**config.mk**
```make
export PLATFORM = sky130hd
export DESIGN_NAME = axil_slave_if
export DESIGN_NICKNAME = d
export VERILOG_FILES = /design/src/rtl/axil_slave_if.sv
export SDC_FILE = /design/constraint.sdc
export NUM_CORES = 1
export LEC_CHECK = 0
export ABC_AREA = 1
export ABC_CLOCK_PERIOD_IN_PS = 2000
export CORE_ASPECT_RATIO = 0.75
export CORE_MARGIN = 4
export CORE_UTILIZATION = 40
export DETAILED_ROUTE_END_ITERATION = 16
export GPL_TIMING_DRIVEN = 0
export PLACE_DENSITY = 0.92
export REMOVE_ABC_BUFFERS = 1
export SYNTH_ARGS = -nofsm -noshare
export SYNTH_HDL_FRONTEND = slang
export SYNTH_SLANG_ARGS = --single-unit
```
**constraint.sdc**
```tcl
create_clock -name clk -period 2 [get_ports clk]
set_input_delay 0.4 -clock clk [delete_from_list [all_inputs] [get_ports clk]]
set_output_delay 0.4 -clock clk [all_outputs]
set_load 0.05 [all_outputs]
```
**src/rtl/axil_slave_if.sv**
```systemverilog
// AXI4-Lite slave front end: independent AW/W capture, one outstanding write, 3-cycle read path.
// Optional address decoding with SLVERR responses is enabled by defining AXIL_SLVERR_EN.
module axil_slave_if #(
  parameter int ADDR_WIDTH = 4
) (
  input  logic                  clk,
  input  logic                  rst_n,
  input  logic [ADDR_WIDTH-1:0] s_awaddr,
  input  logic                  s_awvalid,
  output logic                  s_awready,
  input  logic [31:0]           s_wdata,
  input  logic [3:0]            s_wstrb,
  input  logic                  s_wvalid,
  output logic                  s_wready,
  output logic [1:0]            s_bresp,
  output logic                  s_bvalid,
  input  logic                  s_bready,
  input  logic [ADDR_WIDTH-1:0] s_araddr,
  input  logic                  s_arvalid,
  output logic                  s_arready,
  output logic [31:0]           s_rdata,
  output logic [1:0]            s_rresp,
  output logic                  s_rvalid,
  input  logic                  s_rready,
  output logic                  reg_wr_en,
  output logic [ADDR_WIDTH-1:0] reg_awaddr,
  output logic [31:0]           reg_wdata,
  output logic [3:0]            reg_wstrb,
  output logic                  reg_rd_en,
  output logic [ADDR_WIDTH-1:0] reg_araddr,
  input  logic [31:0]           reg_rdata
);

  typedef enum logic [1:0] {W_IDLE, W_EXEC, W_RESP} w_state_e;
  typedef enum logic [1:0] {R_IDLE, R_REQ, R_CAP, R_RESP} r_state_e;

  localparam logic [1:0] RESP_OKAY   = 2'b00;
  localparam logic [1:0] RESP_SLVERR = 2'b10;

  w_state_e w_state_q, w_state_d;
  r_state_e r_state_q, r_state_d;

  logic                  aw_held_q, aw_held_d;
  logic                  w_held_q, w_held_d;
  logic [ADDR_WIDTH-1:0] awaddr_q, awaddr_d;
  logic [ADDR_WIDTH-1:0] araddr_q, araddr_d;
  logic [31:0]           wdata_q, wdata_d;
  logic [3:0]            wstrb_q, wstrb_d;
  logic [31:0]           rdata_q, rdata_d;

  logic aw_hs, w_hs, ar_hs, b_hs;
  logic aw_ok, ar_ok;

`ifdef AXIL_SLVERR_EN
  function automatic logic addr_ok(input logic [ADDR_WIDTH-1:0] a);
    return (a == ADDR_WIDTH'(0)) || (a == ADDR_WIDTH'(4)) || (a == ADDR_WIDTH'(8));
  endfunction
  assign aw_ok = addr_ok(awaddr_q);
  assign ar_ok = addr_ok(araddr_q);
`else
  assign aw_ok = 1'b1;
  assign ar_ok = 1'b1;
`endif

  // Readies are gated by rst_n so they read 0 throughout reset.
  assign s_awready = rst_n & ~aw_held_q & (w_state_q == W_IDLE);
  assign s_wready  = rst_n & ~w_held_q  & (w_state_q == W_IDLE);
  assign s_arready = rst_n & (r_state_q == R_IDLE);

  assign aw_hs = s_awvalid & s_awready;
  assign w_hs  = s_wvalid  & s_wready;
  assign ar_hs = s_arvalid & s_arready;
  assign b_hs  = (w_state_q == W_RESP) & s_bready;

  always_ff @(posedge clk or negedge rst_n) begin
    if (!rst_n) begin
      w_state_q <= W_IDLE;
      r_state_q <= R_IDLE;
      aw_held_q <= 1'b0;
      w_held_q  <= 1'b0;
      awaddr_q  <= '0;
      araddr_q  <= '0;
      wdata_q   <= '0;
      wstrb_q   <= '0;
      rdata_q   <= '0;
    end else begin
      w_state_q <= w_state_d;
      r_state_q <= r_state_d;
      aw_held_q <= aw_held_d;
      w_held_q  <= w_held_d;
      awaddr_q  <= awaddr_d;
      araddr_q  <= araddr_d;
      wdata_q   <= wdata_d;
      wstrb_q   <= wstrb_d;
      rdata_q   <= rdata_d;
    end
  end

  always_comb begin
    w_state_d = w_state_q;
    case (w_state_q)
      W_IDLE:  if (aw_held_q && w_held_q) w_state_d = W_EXEC;
      W_EXEC:  w_state_d = W_RESP;
      W_RESP:  if (s_bready) w_state_d = W_IDLE;
      default: w_state_d = W_IDLE;
    endcase
  end

  always_comb begin
    r_state_d = r_state_q;
    case (r_state_q)
      R_IDLE:  if (ar_hs) r_state_d = R_REQ;
      R_REQ:   r_state_d = R_CAP;
      R_CAP:   r_state_d = R_RESP;
      R_RESP:  if (s_rready) r_state_d = R_IDLE;
      default: r_state_d = R_IDLE;
    endcase
  end

  // Holds load only on their own handshake; the B handshake releases both.
  always_comb begin
    aw_held_d = aw_held_q;
    w_held_d  = w_held_q;
    awaddr_d  = awaddr_q;
    wdata_d   = wdata_q;
    wstrb_d   = wstrb_q;
    araddr_d  = araddr_q;
    rdata_d   = rdata_q;
    if (aw_hs) begin
      aw_held_d = 1'b1;
      awaddr_d  = s_awaddr;
    end
    if (w_hs) begin
      w_held_d = 1'b1;
      wdata_d  = s_wdata;
      wstrb_d  = s_wstrb;
    end
    if (b_hs) begin
      aw_held_d = 1'b0;
      w_held_d  = 1'b0;
    end
    if (ar_hs) araddr_d = s_araddr;
    if (r_state_q == R_CAP) rdata_d = ar_ok ? reg_rdata : 32'd0;
  end

  always_comb begin
    reg_wr_en = 1'b0;
    s_bvalid  = 1'b0;
    s_bresp   = RESP_OKAY;
    reg_rd_en = 1'b0;
    s_rvalid  = 1'b0;
    s_rresp   = RESP_OKAY;
    case (w_state_q)
      W_EXEC: reg_wr_en = aw_ok;
      W_RESP: begin
        s_bvalid = 1'b1;
        s_bresp  = aw_ok ? RESP_OKAY : RESP_SLVERR;
      end
      default: ;
    endcase
    case (r_state_q)
      R_REQ:  reg_rd_en = ar_ok;
      R_RESP: begin
        s_rvalid = 1'b1;
        s_rresp  = ar_ok ? RESP_OKAY : RESP_SLVERR;
      end
      default: ;
    endcase
  end

  assign reg_awaddr = awaddr_q;
  assign reg_wdata  = wdata_q;
  assign reg_wstrb  = wstrb_q;
  assign reg_araddr = araddr_q;
  assign s_rdata    = rdata_q;

endmodule
```
# After elaboration in Yosys (flattened, before gate mapping)
# Cells that the tools add are included.
# Widths: inputs -> output; s select.
op_classes:
  n_eq_ne: 9
  muxes: 14
  bitwise: 11
  n_reduce_logical: 7
ops:
  columns: ["operator", "n"]
  rows:
  - ["$and 1x1->1", 9]
  - ["$mux 1", 8]
  - ["$mux 2", 4]
  - ["$pmux 2 s4", 1]
  - ["$eq 2x2->1 const B", 3]
  - ["$ne 2x2->1 const B", 3]
  - ["$pmux 2 s3", 1]
  - ["$eq 2x1->1 const B", 2]
  - ["$logic_not 2->1", 2]
  - ["$reduce_and 2->1", 2]
  - ["$reduce_bool 2->1", 2]
  - ["$ne 2x1->1 const B", 1]
  - ["$not 1->1", 2]
  - ["$logic_and 1x1->1", 1]
totals:
  register_bits: 82
  in_bits: 83
  out_inout_bits: 87
  elab_cells: 50

# Logic depth before layout (Yosys ltp)
depth:
  depth_word: 6
  mapped_depth: 7
  depth_no_buf: 7

# Worst setup path after synthesis
# Ideal clock, no wire load.
synth_path:
  path_kind: "flip-flop to output port"
  from: "register w_state_q[0]"
  to: "output port s_awready"
  arrival_time_ns: 1.723
  setup_slack_ns: -0.123
  stages_incl_launch_ff: 4
  n_path_buf: 0
  cell_sequence: "dfrtp_1 nor2_4 inv_1 nor3_1"
synth_via:
  elab_chain_cells: 2
synth_lines:
  columns: ["item", "line", "text"]
  rows:
  - ["start, declared", "40", "w_state_e w_state_q, w_state_d;"]
  - ["start signal, assigned", "87", "w_state_q <= w_state_d;"]
  - ["$logic_not 2->1", "66", "assign s_awready = rst_n & ~aw_held_q & (w_state_q == W_IDLE);"]
  - ["$and 1x1->1", "66", null]
  - ["end, declared", "10", "output logic s_awready,"]
# Every way passes these cells.

# Final worst setup path
layout_path:
  from: "register wdata_q[25], in the netlist reg_wdata[25]"
  to: "output port reg_wdata[25]"
layout_lines:
  columns: ["item", "line", "text"]
  rows:
  - ["start, declared", "47", "logic [31:0] wdata_q, wdata_d;"]
  - ["start signal, assigned", "93", "wdata_q <= wdata_d;"]
  - ["end, declared", "27", "output logic [31:0] reg_wdata,"]
# No word-level cell between the ends.

==> metrics.md <==
| Metric | Value |
|---|---|
| Final cycle utilization of the critical path | 96.75% |
| Crit path required time | 1.60 ns |
| CTS tree | built |
| Critical path startpoint category | flop |
| Io pins | 170 |
| Die X | 114.6 µm |
| Hpwl dp | 6992 µm |
| CP delay by family, top | buffers and inverters |
| Sequential fraction of the synthesis area | 60.25% |
| Critical path fanouts, max | 2 |
| WP buf/inv | 1 |
| Hold Path Class | primary input to async pin |
| Core area | 0.008093 mm² |
| Post-layout util | 67.18% |
| Nets@finish | 628 |
| CTS Root Cell | clkbuf_16 |
| Drt pass-1 iters | 4 |
| Vias in the first global route | 3,335 |
| Routed wl met2 | 5036 µm |
| Clock H-tree levels | 3 |
| First-pass GRT wire length | 16,490 µm |
| Met1 wire length | 4316 µm |
| Clk sink count | 82 |
| Initial DRC count | 188 |
| PD cells | 1982 mW/mm² |
| Endpoints failing hold | 0 |
| Row count | 28 |
| Met3 Routed Length | 866 µm |
| Routed WL | 10,360 µm |
| Wirelength per Cell | 15.94 µm |
| RSZ-0062 raised after global routing | false |
| Worst-path cell chain | clkdlybuf4s50_1 |
| Crit path time final | 1.935 ns |
| CP Capture Type | output pin |
| Port bufs | 165 |
| Synth Area in Adders | 1.837% |
| Share of cells above drive strength 1 | 6.972% |
| Peak VDD IR | 1.490 mV |
| Static leakage | 0.002643 µW |
| Worst-Skew Late Latency | 0.33 ns |
| Cells after synthesis | 380 |
| Largest stage delay on the critical path | 0.84 ns |
| Total inserted antenna cells | 0 |
| Setup TNS | 0 ns |
| Top sig layer | met4 |
| Post-Syn Area per Cell | 8.963 µm² |
| Maximum capacitance violations | 0 |
| Post-synthesis mux area share | 0% |
| Clk_skew | 0.003983 ns |
| Slowest CP cell | clkdlybuf4s50_1 |
| Largest net degree at the start of global routing | 44 |
| Post-synthesis cell area | 0.003406 mm² |
| Initial core utilization | 42.08% |
| Clk pin slew, worst setup/hold paths | 0.06 ns |
| Routed via count | 3,205 |
| Post-Synth Simple-Gate Area | 32.33% |
| Worst slew pin tran | 0.9481 ns |
| Grt total ovfl | 0 |
| Placer Congestion | 0.8092 |
| Slew headroom | 36.73% |
| Final-report setup violation count | 0 |
| Avg Vias per Cell | 4.931 |
| Synth Register Bits | 82 |
| Fin. max-slew vios | 0 |
| Compound-cell area share of the yosys netlist | 0.5511% |
| Largest family of logic cells by synthesized area | simple AND/OR/NAND/NOR gates |
| DR DRC count | 0 |
| Die area | 0.01007 mm² |
| Die height | 87.91 µm |
| Post-DRT Antenna Nets | 0 |
| CTS Buf Count | 9 |
| Initial antenna violation count | 0 |
| Ys Warns | 0 |
| Syn-to-layout area delta | 59.63% |
| Post-synthesis xor/xnor area fraction | 0% |
| Netlist cell types | 21 |
| CP Class | flop to output pin |
| Crit path DAT | 1.54 ns |
| Fmax | 516.8 MHz |
| Max Root-Sink Buffers | 2 |
| Global Route Usage Sum | 20.98% |
| Status | completed |
-- logic make-up after synthesis --
logic type | count (synthesis)
DFF | 82
buffers and inverters | 37
other | 1
adders and majority gates | 5
AOI/OAI and AO/OA | 3
and+or+nand+nor | 252
-- final cells by class --
| cell class | count | area (µm²) |
|---|---|---|
| Clock buffer | 13 | 250.2 |
| Clock inverter | 3 | 15.01 |
| Fill cell | 634 | 2656 |
| Inverter | 12 | 48.80 |
| Multi-Input combinational cell | 266 | 1225 |
| Sequential cell | 82 | 2053 |
| Tap cell | 105 | 131.4 |
| Timing Repair Buffer | 168 | 1705 |
| Timing Repair inverter | 1 | 7.507 |
-- sequential cells by signal (all words and copies together), names as in the netlist --
| signal | cells |
|---|---|
| reg_araddr | 4 |
| r_state_q | 2 |
| s_rdata | 32 |
| reg_wstrb | 4 |
| w_state_q | 2 |
| reg_wdata | 32 |
| aw_held_q | 1 |
| w_held_q | 1 |
| reg_awaddr | 4 |
-- layout by cell type, fill, tap and decap left out, types with 2 or more instances in the layout --
cell type        instances
nor3_1                   4
clkinvlp_4               2
clkinv_2                 3
ha_1                     3
nor2_1                   3
conb_1                   4
nand4_1                 40
clkdlybuf4s50_1        156
buf_2                    2
inv_2                    2
clkbuf_1                 3
clkdlybuf4s15_2          3
nand3_1                  8
nor2_2                   2
nand2_1                193
inv_1                    9
clkbuf_16                9
dfrtp_1                 81
buf_12                   2
-- stage by stage --
| stage | cells | instance area, µm² | worst slack [ns] | total power, µW | hold slack [ns] |
|---|---|---|---|---|---|
| after detailed placement | 629 | 5095 | -0.8639 | 9201 | 0.4273 |
| final | 650 | 5436 | 0.06491 | 10780 | 0.01414 |
| after global routing | 650 | 5436 | 0.002549 | 11380 | 0.01625 |
| after global placement | 628 | 5077 | -3.531 | 9040 | 0.4530 |
| after floorplan | 358 | 3294 | -0.5910 | 6917 | 0.1044 |
| after CTS | 650 | 5430 | -0.03787 | 10860 | 0.01075 |
-- path summary, 6_finish.rpt --
kind,start,slack [ns],to,cells past startpoint
max,reg_wdata[25],0.06,reg_wdata[25],1
max reg2reg,w_held_q,0.24,reg_wstrb[1],4
min reg2reg,reg_wdata[11],0.46,reg_wdata[11],2
max in group asynchronous,rst_n,1.76,w_state_q[1],2
min in group clk,reg_wdata[11],0.46,reg_wdata[11],2
min,rst_n,0.01,s_rdata[23],2
-- cell usage after synthesis (all sizes together) --
cell / n / area [µm²]
buf: 16 / 88.83
o21ai: 1 / 5.000
conb: 1 / 3.750
or2: 1 / 6.260
a21oi: 2 / 13.76
nor3: 4 / 20.02
clkbuf: 9 / 33.78
nand4: 40 / 250.2
ha: 5 / 62.56
nor2: 5 / 42.54
inv: 12 / 45.04
dfrtp: 82 / 2052
nand2: 193 / 724.4
nand3: 9 / 57.56
-- report_power, final --
part / internal [µW] / switching, µW
sequential: 2450 / 501
combinational: 1930 / 4420
clock: 869 / 606
total: 5250 / 5530
-- timing repair --
item | in CTS | in global routing
endpoints found under the hold margin | 40 | 0
pin swaps | 2 | 0
gates cloned | 3 | 0
hold buffers | 1 | 0
endpoints found under the setup margin | 76 | 4
buffers inserted | 1 | 0
resized for setup | 36 | 8
-- metal layers --
layer / global-route usage (%) / vias up
met4: 6.688 / 0
met3: 7.044 / 14
met5: 0 / -
met1: 25.39 / 1532
met2: 35.71 / 124
li1: - / 1535
No activity file was read; power rests on OpenSTA's default activity.
